===== src/rtl/rf_wr_arbiter.sv =====
// Register-file write-port arbiter: WB stage vs buffered multi-cycle results.
// WB normally wins; a starved FIFO head steals the port for one cycle.
module rf_wr_arbiter #(
    parameter int STARVE_LIMIT = 4,
    parameter int DEPTH        = 2
) (
    input  logic        clk,
    input  logic        n_rst,
    input  logic        wb_werf,
    input  logic [4:0]  wb_wa,
    input  logic [31:0] wb_wd,
    input  logic        mc_valid,
    input  logic [4:0]  mc_wa,
    input  logic [31:0] mc_wd,
    output logic        mc_ready,
    output logic        rf_we,
    output logic [4:0]  rf_wa,
    output logic [31:0] rf_wd,
    output logic        wb_stall,
    output logic [31:0] pend_mask
);

    localparam int PW = (DEPTH > 1) ? $clog2(DEPTH) : 1;
    localparam int CW = $clog2(DEPTH + 1);
    localparam int SW = $clog2(STARVE_LIMIT + 1);

    typedef enum logic [1:0] {IDLE, DRAIN, STEAL} state_t;

    state_t          state_q, state_d;
    logic [DEPTH-1:0] vld_q, vld_d;
    logic [4:0]      wa_q [DEPTH];
    logic [4:0]      wa_d [DEPTH];
    logic [31:0]     wd_q [DEPTH];
    logic [31:0]     wd_d [DEPTH];
    logic [PW-1:0]   hd_q, hd_d, tl_q, tl_d;
    logic [CW-1:0]   cnt_q, cnt_d;
    logic [SW-1:0]   starve_q, starve_d;
    logic [31:0]     pend_q, pend_d;

    logic        hd_any, hd_v, wb_ok, push, pop;
    logic        g_we;
    logic [4:0]  g_wa;
    logic [31:0] g_wd;

    function automatic logic [PW-1:0] inc(input logic [PW-1:0] p);
        return (p == PW'(DEPTH - 1)) ? '0 : p + PW'(1);
    endfunction

    // Port grant, kill/pop/push bookkeeping, starvation and next state.
    always_comb begin
        mc_ready = (cnt_q < CW'(DEPTH));
        hd_any   = (cnt_q != '0);
        hd_v     = hd_any && vld_q[hd_q];
        wb_ok    = wb_werf && (wb_wa != 5'd31) && (state_q != STEAL);
        push     = mc_valid && mc_ready && (mc_wa != 5'd31);
        pop      = 1'b0;
        g_we     = 1'b0;
        g_wa     = '0;
        g_wd     = '0;

        if (state_q == STEAL) begin
            pop = hd_any;
            if (hd_v) begin
                g_we = 1'b1;
                g_wa = wa_q[hd_q];
                g_wd = wd_q[hd_q];
            end
        end else if (wb_ok) begin
            g_we = 1'b1;
            g_wa = wb_wa;
            g_wd = wb_wd;
            pop  = hd_any && !hd_v;
        end else if (hd_any) begin
            pop = 1'b1;
            if (hd_v) begin
                g_we = 1'b1;
                g_wa = wa_q[hd_q];
                g_wd = wd_q[hd_q];
            end
        end

        vld_d = vld_q;
        wa_d  = wa_q;
        wd_d  = wd_q;
        hd_d  = hd_q;
        tl_d  = tl_q;
        for (int i = 0; i < DEPTH; i++) begin
            if (wb_ok && (wa_q[i] == wb_wa)) vld_d[i] = 1'b0;
        end
        if (pop) begin
            vld_d[hd_q] = 1'b0;
            hd_d        = inc(hd_q);
        end
        if (push) begin
            vld_d[tl_q] = 1'b1;
            wa_d[tl_q]  = mc_wa;
            wd_d[tl_q]  = mc_wd;
        end
        if (mc_valid && mc_ready) tl_d = push ? inc(tl_q) : tl_q;
        cnt_d = cnt_q + CW'(push) - CW'(pop);

        starve_d = (hd_v && !pop) ? starve_q + SW'(1) : '0;

        if ((state_q != STEAL) && (starve_d >= SW'(STARVE_LIMIT)))
            state_d = STEAL;
        else if (cnt_d != '0)
            state_d = DRAIN;
        else
            state_d = IDLE;

        pend_d = '0;
        for (int i = 0; i < DEPTH; i++) begin
            if (vld_d[i]) pend_d[wa_d[i]] = 1'b1;
        end
    end

    // Drive the write port; forced quiet while reset is held.
    always_comb begin
        rf_we     = g_we && n_rst;
        rf_wa     = rf_we ? g_wa : 5'd0;
        rf_wd     = rf_we ? g_wd : 32'd0;
        wb_stall  = (state_q == STEAL);
        pend_mask = pend_q;
    end

    // State registers.
    always_ff @(posedge clk or negedge n_rst) begin
        if (!n_rst) begin
            state_q  <= IDLE;
            vld_q    <= '0;
            hd_q     <= '0;
            tl_q     <= '0;
            cnt_q    <= '0;
            starve_q <= '0;
            pend_q   <= '0;
            for (int i = 0; i < DEPTH; i++) begin
                wa_q[i] <= '0;
                wd_q[i] <= '0;
            end
        end else begin
            state_q  <= state_d;
            vld_q    <= vld_d;
            hd_q     <= hd_d;
            tl_q     <= tl_d;
            cnt_q    <= cnt_d;
            starve_q <= starve_d;
            pend_q   <= pend_d;
            for (int i = 0; i < DEPTH; i++) begin
                wa_q[i] <= wa_d[i];
                wd_q[i] <= wd_d[i];
            end
        end
    end

endmodule


===== config.mk =====
export PLATFORM = sky130hd
export DESIGN_NAME = rf_wr_arbiter
export DESIGN_NICKNAME = d
export VERILOG_FILES = /design/src/rtl/rf_wr_arbiter.sv
export SDC_FILE = /design/constraint.sdc
export NUM_CORES = 1
export LEC_CHECK = 0
export CORE_ASPECT_RATIO = 0.7
export CORE_UTILIZATION = 46
export DETAILED_ROUTE_END_ITERATION = 12
export PLACE_DENSITY_LB_ADDON = 0.3
export SYNTH_ARGS = -nofsm -noshare
export SYNTH_HDL_FRONTEND = slang
export SYNTH_SLANG_ARGS = --single-unit
export TNS_END_PERCENT = 10

===== constraint.sdc =====
create_clock -name clk -period 2.2 [get_ports clk]
set_input_delay 0.33 -clock clk [delete_from_list [all_inputs] [get_ports clk]]
set_output_delay 0.33 -clock clk [all_outputs]
set_load 0.1 [all_outputs]

==> results.md <==
- Wire per inst: 20.4 um
- CTS tree: built
- Maximum clock frequency: 410 MHz
- Max_cap viols: 0
- PD cells: 1370 mW/mm^2
- Violated checks: setup timing
- Cts bufs inserted: 17
- Max Slew Vio Count: 0
- Worst r2r src: cnt_q[1]
- Setup slack, reg-to-reg: 20 ps
- Clock Tree Buf Depth: 2
- CTS root buf: clkbuf_16
- Remaining Overflow, GRT: 0
- RSZ-0062 raised after global routing: yes
- Layout cell share with drive strength beyond 1: 33.1%
- Met3 Usage GRT: 11.6%
- Initial DRC count: 703
- Slowest cell on crit path: dfrtp_2
- Total Routed Length: 24.0 mm
- Worst VDD drop: 0.895 mV
- TritonRoute pass-1 iters: 6
- Die width: 142 um
- Crit path DAT: 2110 ps
- Post-route DRC: 0
- DR vias/cell: 5.85
- Worst slew margin relative to its limit: 65.9%
- Setup Slack @ Placement: -453 ps
- Worst Setup End Kind: output port
- Worst skew pair latency: 420 ps
- Number of synthesized flops with an enable pin: 0
- H-tree Lvls: 4
- Leak: 0.00489 uW
- Actual slew at the worst max-slew pin: 509 ps
- Register area share after synthesis: 46.2%
- Syn nets: 842
- Power, Total: 14300 uW
- R2R cell count: 8
- Synthesized area: 0.00633 sq mm
- Final setup fails: 37
- Asr flop ratio synth: 100%
- IO buf count: 149
- Met1 Usage GRT: 45.2%
- Crit-path max FO: 6
- RePlAce Congestion: 1.03
- Crit-path leading delay family: flip-flops
- Vias: 6892
- Final Cycle Share: 111%
- Vias in the first global route: 6467
- Filler cell count: 825
- Top_reg_cell synth: dfrtp_1
- Buf/Inv on CP: 2
- Num ports: 150
- Antenna Nets Post-Route: 0
- Met2 Usage GRT: 48.1%
- First-pass GRT wire length: 34.9 mm
- Layout area overhead: 64.9%
- YS warnings: 0
- #FFs+latches synth: 117
- Status: complete, but fails checks
- Count of different cell masters after synthesis: 49
- Hpwl dp: 14.8 mm
- DIE HEIGHT: 100 um
- Hold_ws: 400 ps
- Initial core utilization: 47.6%
- CTS sink count: 117
- Largest net degree at the start of global routing: 57
- Endpoints failing hold: 0
- Setup TNS: -6350 ps
- Die area: 0.0142 sq mm
- Syn Area/Cell: 8.32 sq um
- CP Class: flop to output port
- Final WS setup: -242 ps
- Core Region: 0.0133 sq mm
- Tmin final: 2440 ps
- Worst R2R End: pend_mask[8]
- Post-Syn Instances: 761
- Critical-path cell list: mux2_4 -> o21ai_4 -> clkbuf_16 -> nor3_2 -> a21oi_2 -> nor2b_4 -> buf_12
- Final #Nets: 1061
- Hold Path Class: primary input to asynchronous set/reset pin
- FP Rows: 35
- GR peak layer: met2
- Worst stage delay on the critical path: 430 ps
- GR Util All Layers: 32.3%
- Worst-path clk slew: 60 ps
- CP Launch Type: flop
- Setup Skew: 6.33 ps
- Required time of the critical path: 1870 ps
- Initial antenna violation count: 0
## layer usage
metal  share of wire, %  up-vias
li1                   -     3033
met1                 41     3368
met2                 46      450
met3                 12       41
met4                1.1        0
met5                  0        -
## per-stage QoR
step | cells | utilization, % | area (sq um)
final | 1179 | 78.4 | 10400
after global routing | 1178 | 78.4 | 10400
after CTS | 1176 | 76.6 | 10200
after detailed placement | 1138 | 69.3 | 9230
after global placement | 1138 | 69.3 | 9230
after floorplan | 761 | - | 6620
## placed cells by master, fill, tap and decap left out, types with 4 or more instances in the layout
cell type / Yosys / final
xor2_1: 4 / 4
o211ai_1: 6 / 6
nor3_1: 44 / 14
dfrtp_1: 117 / 115
nor3_2: 0 / 19
nor2b_4: 0 / 36
clkdlybuf4s50_1: 0 / 71
xnor2_1: 9 / 8
o221ai_1: 22 / 21
inv_1: 11 / 10
buf_12: 0 / 44
o21ai_0: 7 / 6
nand4_1: 8 / 8
and2_1: 5 / 5
nand3b_1: 4 / 4
and3_1: 6 / 4
buf_4: 0 / 120
nand2_1: 262 / 261
a21oi_1: 42 / 12
nand3_1: 16 / 15
nor2_1: 20 / 20
buf_6: 1 / 7
dlygate4sd2_1: 0 / 5
mux2i_1: 39 / 38
bufinv_16: 0 / 5
nand2b_1: 8 / 7
clkbuf_16: 0 / 18
nor3_4: 0 / 11
a21oi_2: 0 / 30
## cell usage after synthesis (4+ instances only)
master	n	area, sq um
a21oi_1	42	210
and2_1	5	31.3
and3_1	6	37.5
buf_1	10	37.5
buf_2	7	35.0
clkbuf_1	34	128
dfrtp_1	117	2930
inv_1	11	41.3
mux2i_1	39	390
nand2_1	262	983
nand2b_1	8	50.1
nand3_1	16	80.1
nand3b_1	4	30.0
nand4_1	8	50.1
nor2_1	20	75.1
nor2b_1	40	250
nor3_1	44	220
o211ai_1	6	45.0
o21ai_0	7	35.0
o221ai_1	22	193
xnor2_1	9	78.8
xor2_1	4	35.0
## logic make-up after synthesis
| logic type | count (synthesis) | share of synthesized area (%) |
|---|---|---|
| XOR/XNOR | 13 | 1.80 |
| multiplexers | 40 | 6.34 |
| AND/OR/NAND/NOR | 421 | 29.6 |
| AO/OA/AOI/OAI | 103 | 11.4 |
| flip-flops | 117 | 46.2 |
| adder cells (fa/ha/maj) | 3 | 0.593 |
| buffers and inverters | 64 | 4.05 |
## timing repair
action	CTS	global route
endpoints found under the hold margin	12	0
pin swaps	2	3
gates cloned	2	2
hold buffers	1	0
setup buffers	3	0
endpoints found under the setup margin	40	47
resized for setup	59	46
## area by class of cell
type                       count  area (sq um)  area share, %
inverter                      12          48.8          0.467
multi-input combinational    582          3890           37.3
clock inverter                12           200           1.92
tap                          185           231           2.22
sequential                   117          2930           28.1
clock buffer                  20           457           4.37
timing repair buffer         250          2680           25.7
antenna                        1          2.50         0.0240
## how the worst max path moves through the flow
| stage | startpoint | to | slack, ps | cells after the start |
|---|---|---|---|---|
| 2_1_floorplan | state_q[1] | state_q[0] | -60 | 13 |
| 3_3_place_gp | wb_wa[1] | rf_wa[2] | -390 | 9 |
| 3_5_place_dp | wb_wa[1] | rf_wd[30] | -450 | 8 |
| 4_1_cts | hd_q | rf_wd[9] | -190 | 7 |
| 5_1_grt | hd_q | rf_wd[15] | -260 | 7 |
| 6_report | hd_q | rf_wd[15] | -240 | 7 |
## report_power, final
group          leakage [uW]  switching [uW]  internal (uW)
combinational       0.00306            4870           2800
sequential          0.00151             594           2950
clock              0.000324            1030           2070
total               0.00489            6490           7830
## registers in the layout (all words and copies together), names as in the netlist
register / count
state_q: 2
starve_q: 3
cnt_q: 2
vld_q: 2
wa_q: 10
wd_q: 64
hd_q: 1
pend_mask: 32
tl_q: 1
Power figures use the tool's default switching activity.
